===== src/rtl/sid_array_sched.sv =====
// Time-multiplexes one combined-waveform table and one filter across several SID chips.
// A ce_1m strobe starts a fixed sequence: per-voice table lookups, then one filter window per chip.
module sid_array_sched #(
    parameter int CHIPS       = 2,
    parameter int ACC_W       = 12,
    parameter int OUT_W       = 8,
    parameter int AUD_W       = 18,
    parameter int TBL_LAT     = 2,
    parameter int FILT_CYCLES = 8
) (
    input  logic                         clk,
    input  logic                         reset,
    input  logic                         ce_1m,
    input  logic [CHIPS*3*ACC_W-1:0]     acc_t_in,
    output logic [ACC_W-1:0]             tbl_acc,
    output logic [1:0]                   tbl_sel,
    input  logic [4*OUT_W-1:0]           tbl_data,
    output logic [CHIPS*3*4*OUT_W-1:0]   wave_out,
    output logic [1:0]                   filt_chip,
    output logic [2:0]                   filt_state,
    input  logic [AUD_W-1:0]             filt_audio,
    output logic [CHIPS*AUD_W-1:0]       audio_out,
    output logic                         audio_valid,
    output logic                         busy,
    output logic                         overrun
);
    localparam int NV = 3 * CHIPS;
    localparam int WV = 4 * OUT_W;
    localparam int B  = NV + TBL_LAT;
    localparam int T  = B + CHIPS * FILT_CYCLES;

    typedef enum logic {ST_IDLE, ST_RUN} state_t;

    state_t                     state_q, state_d;
    logic [7:0]                 p_q, p_d;
    logic [NV*ACC_W-1:0]        snap_q, snap_d;
    logic [ACC_W-1:0]           tbl_acc_q, tbl_acc_d;
    logic [1:0]                 tbl_sel_q, tbl_sel_d;
    logic [NV*WV-1:0]           wave_q, wave_d;
    logic [1:0]                 filt_chip_q, filt_chip_d;
    logic [2:0]                 filt_state_q, filt_state_d;
    logic [CHIPS*AUD_W-1:0]     hold_q, hold_d;
    logic [CHIPS*AUD_W-1:0]     audio_q, audio_d;
    logic                       audio_valid_q, audio_valid_d;
    logic                       overrun_q, overrun_d;

    always_comb begin
        state_d       = state_q;
        p_d           = p_q;
        snap_d        = snap_q;
        tbl_acc_d     = tbl_acc_q;
        tbl_sel_d     = tbl_sel_q;
        wave_d        = wave_q;
        hold_d        = hold_q;
        audio_d       = audio_q;
        audio_valid_d = 1'b0;
        overrun_d     = overrun_q;
        filt_chip_d   = 2'd0;
        filt_state_d  = 3'd7;

        if (state_q == ST_RUN) begin
            for (int k = 0; k < NV; k++) begin
                if (p_q == 8'(k + TBL_LAT)) wave_d[k*WV +: WV] = tbl_data;
            end
            for (int c = 0; c < CHIPS; c++) begin
                if (p_q == 8'(B + (c + 1) * FILT_CYCLES - 1)) hold_d[c*AUD_W +: AUD_W] = filt_audio;
            end
            // Last chip's sample lands in hold_d on the same edge that publishes audio_out.
            if (p_q == 8'(T - 1)) begin
                state_d       = ST_IDLE;
                audio_d       = hold_d;
                audio_valid_d = 1'b1;
            end else begin
                p_d = p_q + 8'd1;
            end
        end

        if (ce_1m) begin
            if (state_q == ST_RUN) begin
                overrun_d     = 1'b1;
                hold_d        = '0;
                audio_d       = audio_q;
                audio_valid_d = 1'b0;
            end
            state_d = ST_RUN;
            p_d     = 8'd0;
            snap_d  = acc_t_in;
        end

        // Outputs are registered, so they are decoded from the phase of the coming cycle.
        if (state_d == ST_RUN) begin
            for (int k = 0; k < NV; k++) begin
                if (p_d == 8'(k)) begin
                    tbl_acc_d = snap_d[k*ACC_W +: ACC_W];
                    tbl_sel_d = 2'(k / 3);
                end
            end
            for (int c = 0; c < CHIPS; c++) begin
                if (p_d >= 8'(B + c * FILT_CYCLES) && p_d < 8'(B + (c + 1) * FILT_CYCLES)) begin
                    filt_chip_d  = 2'(c);
                    filt_state_d = 3'(p_d - 8'(B + c * FILT_CYCLES));
                end
            end
        end
    end

    always_ff @(posedge clk) begin
        if (reset) begin
            state_q       <= ST_IDLE;
            p_q           <= 8'd0;
            snap_q        <= '0;
            tbl_acc_q     <= '0;
            tbl_sel_q     <= 2'd0;
            wave_q        <= '0;
            filt_chip_q   <= 2'd0;
            filt_state_q  <= 3'd7;
            hold_q        <= '0;
            audio_q       <= '0;
            audio_valid_q <= 1'b0;
            overrun_q     <= 1'b0;
        end else begin
            state_q       <= state_d;
            p_q           <= p_d;
            snap_q        <= snap_d;
            tbl_acc_q     <= tbl_acc_d;
            tbl_sel_q     <= tbl_sel_d;
            wave_q        <= wave_d;
            filt_chip_q   <= filt_chip_d;
            filt_state_q  <= filt_state_d;
            hold_q        <= hold_d;
            audio_q       <= audio_d;
            audio_valid_q <= audio_valid_d;
            overrun_q     <= overrun_d;
        end
    end

    assign busy        = (state_q == ST_RUN);
    assign tbl_acc     = tbl_acc_q;
    assign tbl_sel     = tbl_sel_q;
    assign wave_out    = wave_q;
    assign filt_chip   = filt_chip_q;
    assign filt_state  = filt_state_q;
    assign audio_out   = audio_q;
    assign audio_valid = audio_valid_q;
    assign overrun     = overrun_q;

endmodule


===== config.mk =====
export PLATFORM = sky130hd
export DESIGN_NAME = sid_array_sched
export DESIGN_NICKNAME = d
export VERILOG_FILES = /design/src/rtl/sid_array_sched.sv
export SDC_FILE = /design/constraint.sdc
export NUM_CORES = 1
export LEC_CHECK = 0
export ABC_AREA = 1
export CAP_MARGIN = 20
export CORE_UTILIZATION = 47
export DETAILED_ROUTE_END_ITERATION = 16
export PLACE_DENSITY = 0.79
export SYNTH_ARGS = -nofsm -noshare
export SYNTH_HDL_FRONTEND = slang
export SYNTH_SLANG_ARGS = --single-unit

===== constraint.sdc =====
create_clock -name clk -period 4.3 [get_ports clk]
set_input_delay 0.43 -clock clk [delete_from_list [all_inputs] [get_ports clk]]
set_output_delay 0.43 -clock clk [all_outputs]
set_load 0.1 [all_outputs]

# == Word-level counts from Yosys, hierarchy flattened ==
# Index checks and enable logic that the tools add are counted.
# totals
ff_bits,366
wordCells,87
inputBits,125
out_inout_bits,250
# op_classes
eq_ne,14
n_lt_le_gt_ge,4
add_sub_neg,3
n_mux,35
n_reduce_logical,13
n_bitwise,1
# ops
cell,n
2-to-1 mux 36 bit,7
2-to-1 mux 12 bit,6
2-to-1 mux 72 bit,1
"== test 8 x 3 -> 1 bit, second input constant",6
2-to-1 mux 18 bit,2
"== test 8 x 2 -> 1 bit, second input constant",4
2-to-1 mux 8 bit,3
"less-than comparator 8 x 5 -> 1 bit, second input constant",2
AND reduction 2 bit,8
2-to-1 mux 2 bit,6
"adder 8 x 1 -> 8 bit, second input constant",1
"== test 8 x 1 -> 1 bit, second input constant",1
"== test 8 x 4 -> 1 bit, second input constant",1
"== test 8 x 5 -> 1 bit, second input constant",1
">= comparator 8 x 4 -> 1 bit, second input constant",1
">= comparator 8 x 5 -> 1 bit, second input constant",1
zero test 8 bit,1
2-to-1 mux 1 bit,8
2-to-1 mux 3 bit,2
nonzero test 6 bit,1
"subtractor 3 x 1 -> 3 bit, second input constant",2
logical AND 1 bit,2
"inequality test 2 bit, second input constant",1
OR reduction 2 bit,1
NOT 1 bit,1

# == Longest topological paths before layout ==
# depth
depth_word,11
mapped_depth,17
ltp_nobuf,17

# == Worst setup path before layout ==
# No wires, ideal clock.
# synth_timing
path_type,register -> register
startpoint,register state_q (netlist: busy)
endpoint,register tbl_acc_q[2] (netlist: tbl_acc[2])
synth_period_minus_slack_ns,2.666
path_slack_ns,1.634
setup_time_ns,0.140
arrival_ns,2.526
required_time_ns,4.160
path_stages_with_launch,15
n_path_buf,1
path_cell_list,dfxtp_1 > nand2_1 > nor2_4 > nand3_1 > nand3_1 > nand2_2 > nor2_8 > nand2_4 > nor2_8 > inv_2 > nor2_4 > buf_2 > a21oi_1 > nand2_1 > a21oi_2
# synth_between
elab_chain_cells,8
elab_cells_between_ends,17
cone_classes,5 x eq/ne; 9 x mux; 3 x reduce/logical
# synth_rtl
element,line,source
from (decl),34,"state_t state_q, state_d;"
from (signal assigned),122,state_q <= state_d;
2-to-1 mux 8 bit,61,if (state_q == ST_RUN) begin
2-to-1 mux 8 bit,78,if (ce_1m) begin
== test 8 x 1 -> 1 bit,93,if (p_d == 8'(k)) begin
2-to-1 mux 12 bit (5 in series),93,
to (signal assigned),125,tbl_acc_q <= tbl_acc_d;
to (decl),37,"logic [ACC_W-1:0] tbl_acc_q, tbl_acc_d;"
# Several ways; a longest one is shown, not always the timed one.
# A chain may end at the register's enable or synchronous reset.

# == Final worst setup path ==
# layout_timing
startpoint,register state_q (netlist: busy)
endpoint,register wave_q[99] (netlist: wave_out[99])
# layout_between
elab_chain_cells,1
# layout_rtl
element,line,source
AND reduction 2 bit (no line),--,
to (signal assigned),127,wave_q <= wave_d;
to (decl),39,"logic [NV*WV-1:0] wave_q, wave_d;"
# No other way between the ends.

==> metrics.md <==
| Metric | Value |
|---|---|
| TritonCTS clock tree | built |
| Initial Util | about half |
| Skew final | between 15 and 20 ps |
| Core area | 0.0272 mm2 |
| H-tree levels | 2 |
| Reg clk slew, reported paths | 60 ps |
| Total wire length | about 40000 um |
| # setup viols final | 0 |
| Top-count cell post-synth | dfxtp_1 |
| Share of the synthesized area in the top cell type | between 50 and 60% |
| Max cap viols | 0 |
| Initial antenna violation count | 0 |
| Post-CTS setup buffer count | 0 |
| Overall power | 7.09 mW |
| Final ANT Viol Nets | 0 |
| Fill cells | around 2200 |
| Global-route wire length before repair | approximately 62000 um |
| Worst EP required | about 4700 ps |
| Final estimated routing congestion in global placement | around 0.92 |
| Crit path max fanout | 39 |
| Worst min-delay path class | input pin to register |
| Worst Tran Pin Value | 1140 ps |
| Period utilization | around 73% |
| Vias | about 12000 |
| Yosys reg bits | 346 |
| Critical Path AT | between 3000 and 4000 ps |
| Startpoint types | register |
| Async SR Flop Fraction | 0% |
| Skew-Pair Late Insertion Delay | 510 ps |
| Slowest stage delay, CP | 790 ps |
| Post-synth top flop | dfxtp_1 |
| Die Area | ~0.029 mm2 |
| CP cell instances | inv_1 -> nor2_1 -> nand3_1 -> clkinv_1 -> buf_4 -> o21ai_0 -> a21oi_1 |
| RSZ-0062 raised after global routing | false |
| Number of global-route vias before repair | 11538 |
| Clock sink count | ~350 |
| FMAX | approximately 320 MHz |
| Routed length per instance | 17.6 um |
| Pwr/cell area | 392 mW/mm2 |
| Syn Area/Cell | 8.55 um2 |
| Synth unique cells | 41 |
| PortBufs | approximately 370 |
| Post-CTS Resized | 0 |
| GRT Util Overall | approximately 27% |
| Remaining routing DRC violations | 0 |
| Max IR drop VDD | 0.000295 V |
| Largest net degree at the start of global routing | approximately 120 |
| Clock Path Buffers | 3 |
| Number of flops mapped to enable cells by yosys | 0 |
| Synth top area cells | dfxtp_1 (53%), o21ai_0 (8.8%), a21oi_1 (7.7%) |
| Cell count after synthesis | 1532 |
| CTS buffer count | 37 |
| YS warnings | 0 |
| Post-synthesis cell area | around 0.013 mm2 |
| Dominant cell type by area after synthesis | dfxtp_1 |
| Share of cells above drive strength 1 | 7.55% |
| Area Overhead vs Synth | 37.9% |
| Worst slew margin relative to its limit | about a quarter |
| Fin crit period | between 3000 and 4000 ps |
| Layout net count | between 1500 and 2000 |
| Post-CTS Hold Fix Bufs | 0 |
| Io pins | roughly 380 |
| Final HPWL DP | 27700 um |
| Die height | about 170 um |
| Commonest cells in the netlist | dfxtp_1 (346), o21ai_0 (230), a21oi_1 (202) |
| Leakage | between 7 and 8 nW |
| Post-synthesis sequential area ratio | 52.9% |
| Kind of critical path | register to register |
| Drt via density | 5.35 |
| Fin. max-slew vios | 0 |
| Slowest-stage cell, CP | clkinv_1 |
| Inserted Diodes | 0 |
| Chip width | around 170 um |
| Status | finished clean |
| DRT Pass-1 Iters | 5 |
| Initial DRC count | about 1000 |
| CTS root buf | clkbuf_16 |
| Hold Vio Cnt, Final | 0 |
| Total gr overflow | 0 |
| Row cnt | 60 |
| Crit. End Element | register |
| Setup TNS Final | 0 ps |
## critical path, delay by kind of cell, from the launching register on
kind	cells	cell delay (ps)
buffers and inverters	3	1960
DFF	1	440
and+or+nand+nor	2	310
AOI/OAI and AO/OA	2	300
## layout by cell type (no fill, tap or decap), drive strengths merged
cell type	n
mux2i	60
dfxtp	346
nand3	76
clkinv	8
xor2	1
xnor2	1
nor2	156
o21ai	231
clkinvlp	1
nand2	144
nor3	8
conb	2
or2	30
a31o	1
inv	97
a211oi	32
nor4b	1
nor4	1
bufinv	1
a21oi	213
clkdlybuf4s50	370
buf	17
nand4	13
ha	5
a31oi	1
clkbuf	51
## final cells by class
cell class / instances / area [um2] / area share (%)
clock buffers: 51 / 1040 / 5.75
clock inverters: 10 / 85.1 / 0.471
inverters: 97 / 369 / 2.04
multi-input cells: 976 / 5330 / 29.5
flip-flops and latches: 346 / 6930 / 38.3
well taps: 372 / 465 / 2.58
repair buffers: 387 / 3850 / 21.3
## final timing paths
| kind | startpoint | endpoint | slack (ps) | cells past startpoint |
|---|---|---|---|---|
| max | busy$_SDFF_PP0_ | wave_out[99]$_SDFFE_PP0P_ | 1160 | 7 |
| min | reset | p_q[1]$_SDFF_PP0_ | 340 | 2 |
| max reg2reg | busy$_SDFF_PP0_ | wave_out[99]$_SDFFE_PP0P_ | 1160 | 7 |
| min reg2reg | register | register | 460 | 2 |
## layer usage
metal | vias to the layer above | GRT usage (%) | routed length (um)
met4 | 0 | 14.2 | 2090
li1 | 5773 | - | -
met5 | - | 0 | 0
met2 | 454 | 45.7 | 18600
met1 | 5628 | 34.1 | 16400
met3 | 122 | 4.51 | 2380
## flip-flops by register name (all words and copies together) (netlist names), named ones only
register,cells
audio_out,36
audio_valid,1
busy,1
filt_chip,1
filt_state,3
overrun,1
p_q,8
snap_q,72
tbl_acc,12
tbl_sel,1
wave_out,192
## power breakdown
part / leakage, nW / total (mW) / switching (mW) / internal, mW
clock: 0.555 / 2.98 / 1.23 / 1.74
sequential: 2.81 / 3.31 / 0.0321 / 3.28
combinational: 3.75 / 0.799 / 0.541 / 0.258
total: 7.12 / 7.09 / 1.81 / 5.28
## stage by stage
stage	utilization (%)	setup WS (ps)	hold WS [ps]	area (um2)	std cells
2_1_floorplan	-	1630	440	13100	1533
6_report	66.5	1160	344	18100	2239
3_3_place_gp	62.3	1280	448	16900	2177
3_5_place_dp	62.3	1170	454	16900	2177
4_1_cts	66.4	1120	326	18100	2238
5_1_grt	66.5	705	361	18100	2239
## kinds of logic after synthesis
logic type	after synthesis	synth area share, %
AOI/OAI and AO/OA	478	19.3
and+or+nand+nor	429	16.1
DFF	346	52.9
buffers and inverters	211	6.53
muxes	60	4.58
adders and majority gates	5	0.478
xor gates and xnor gates	2	0.134
other	1	0.0286
Power figures use the tool's default switching activity.
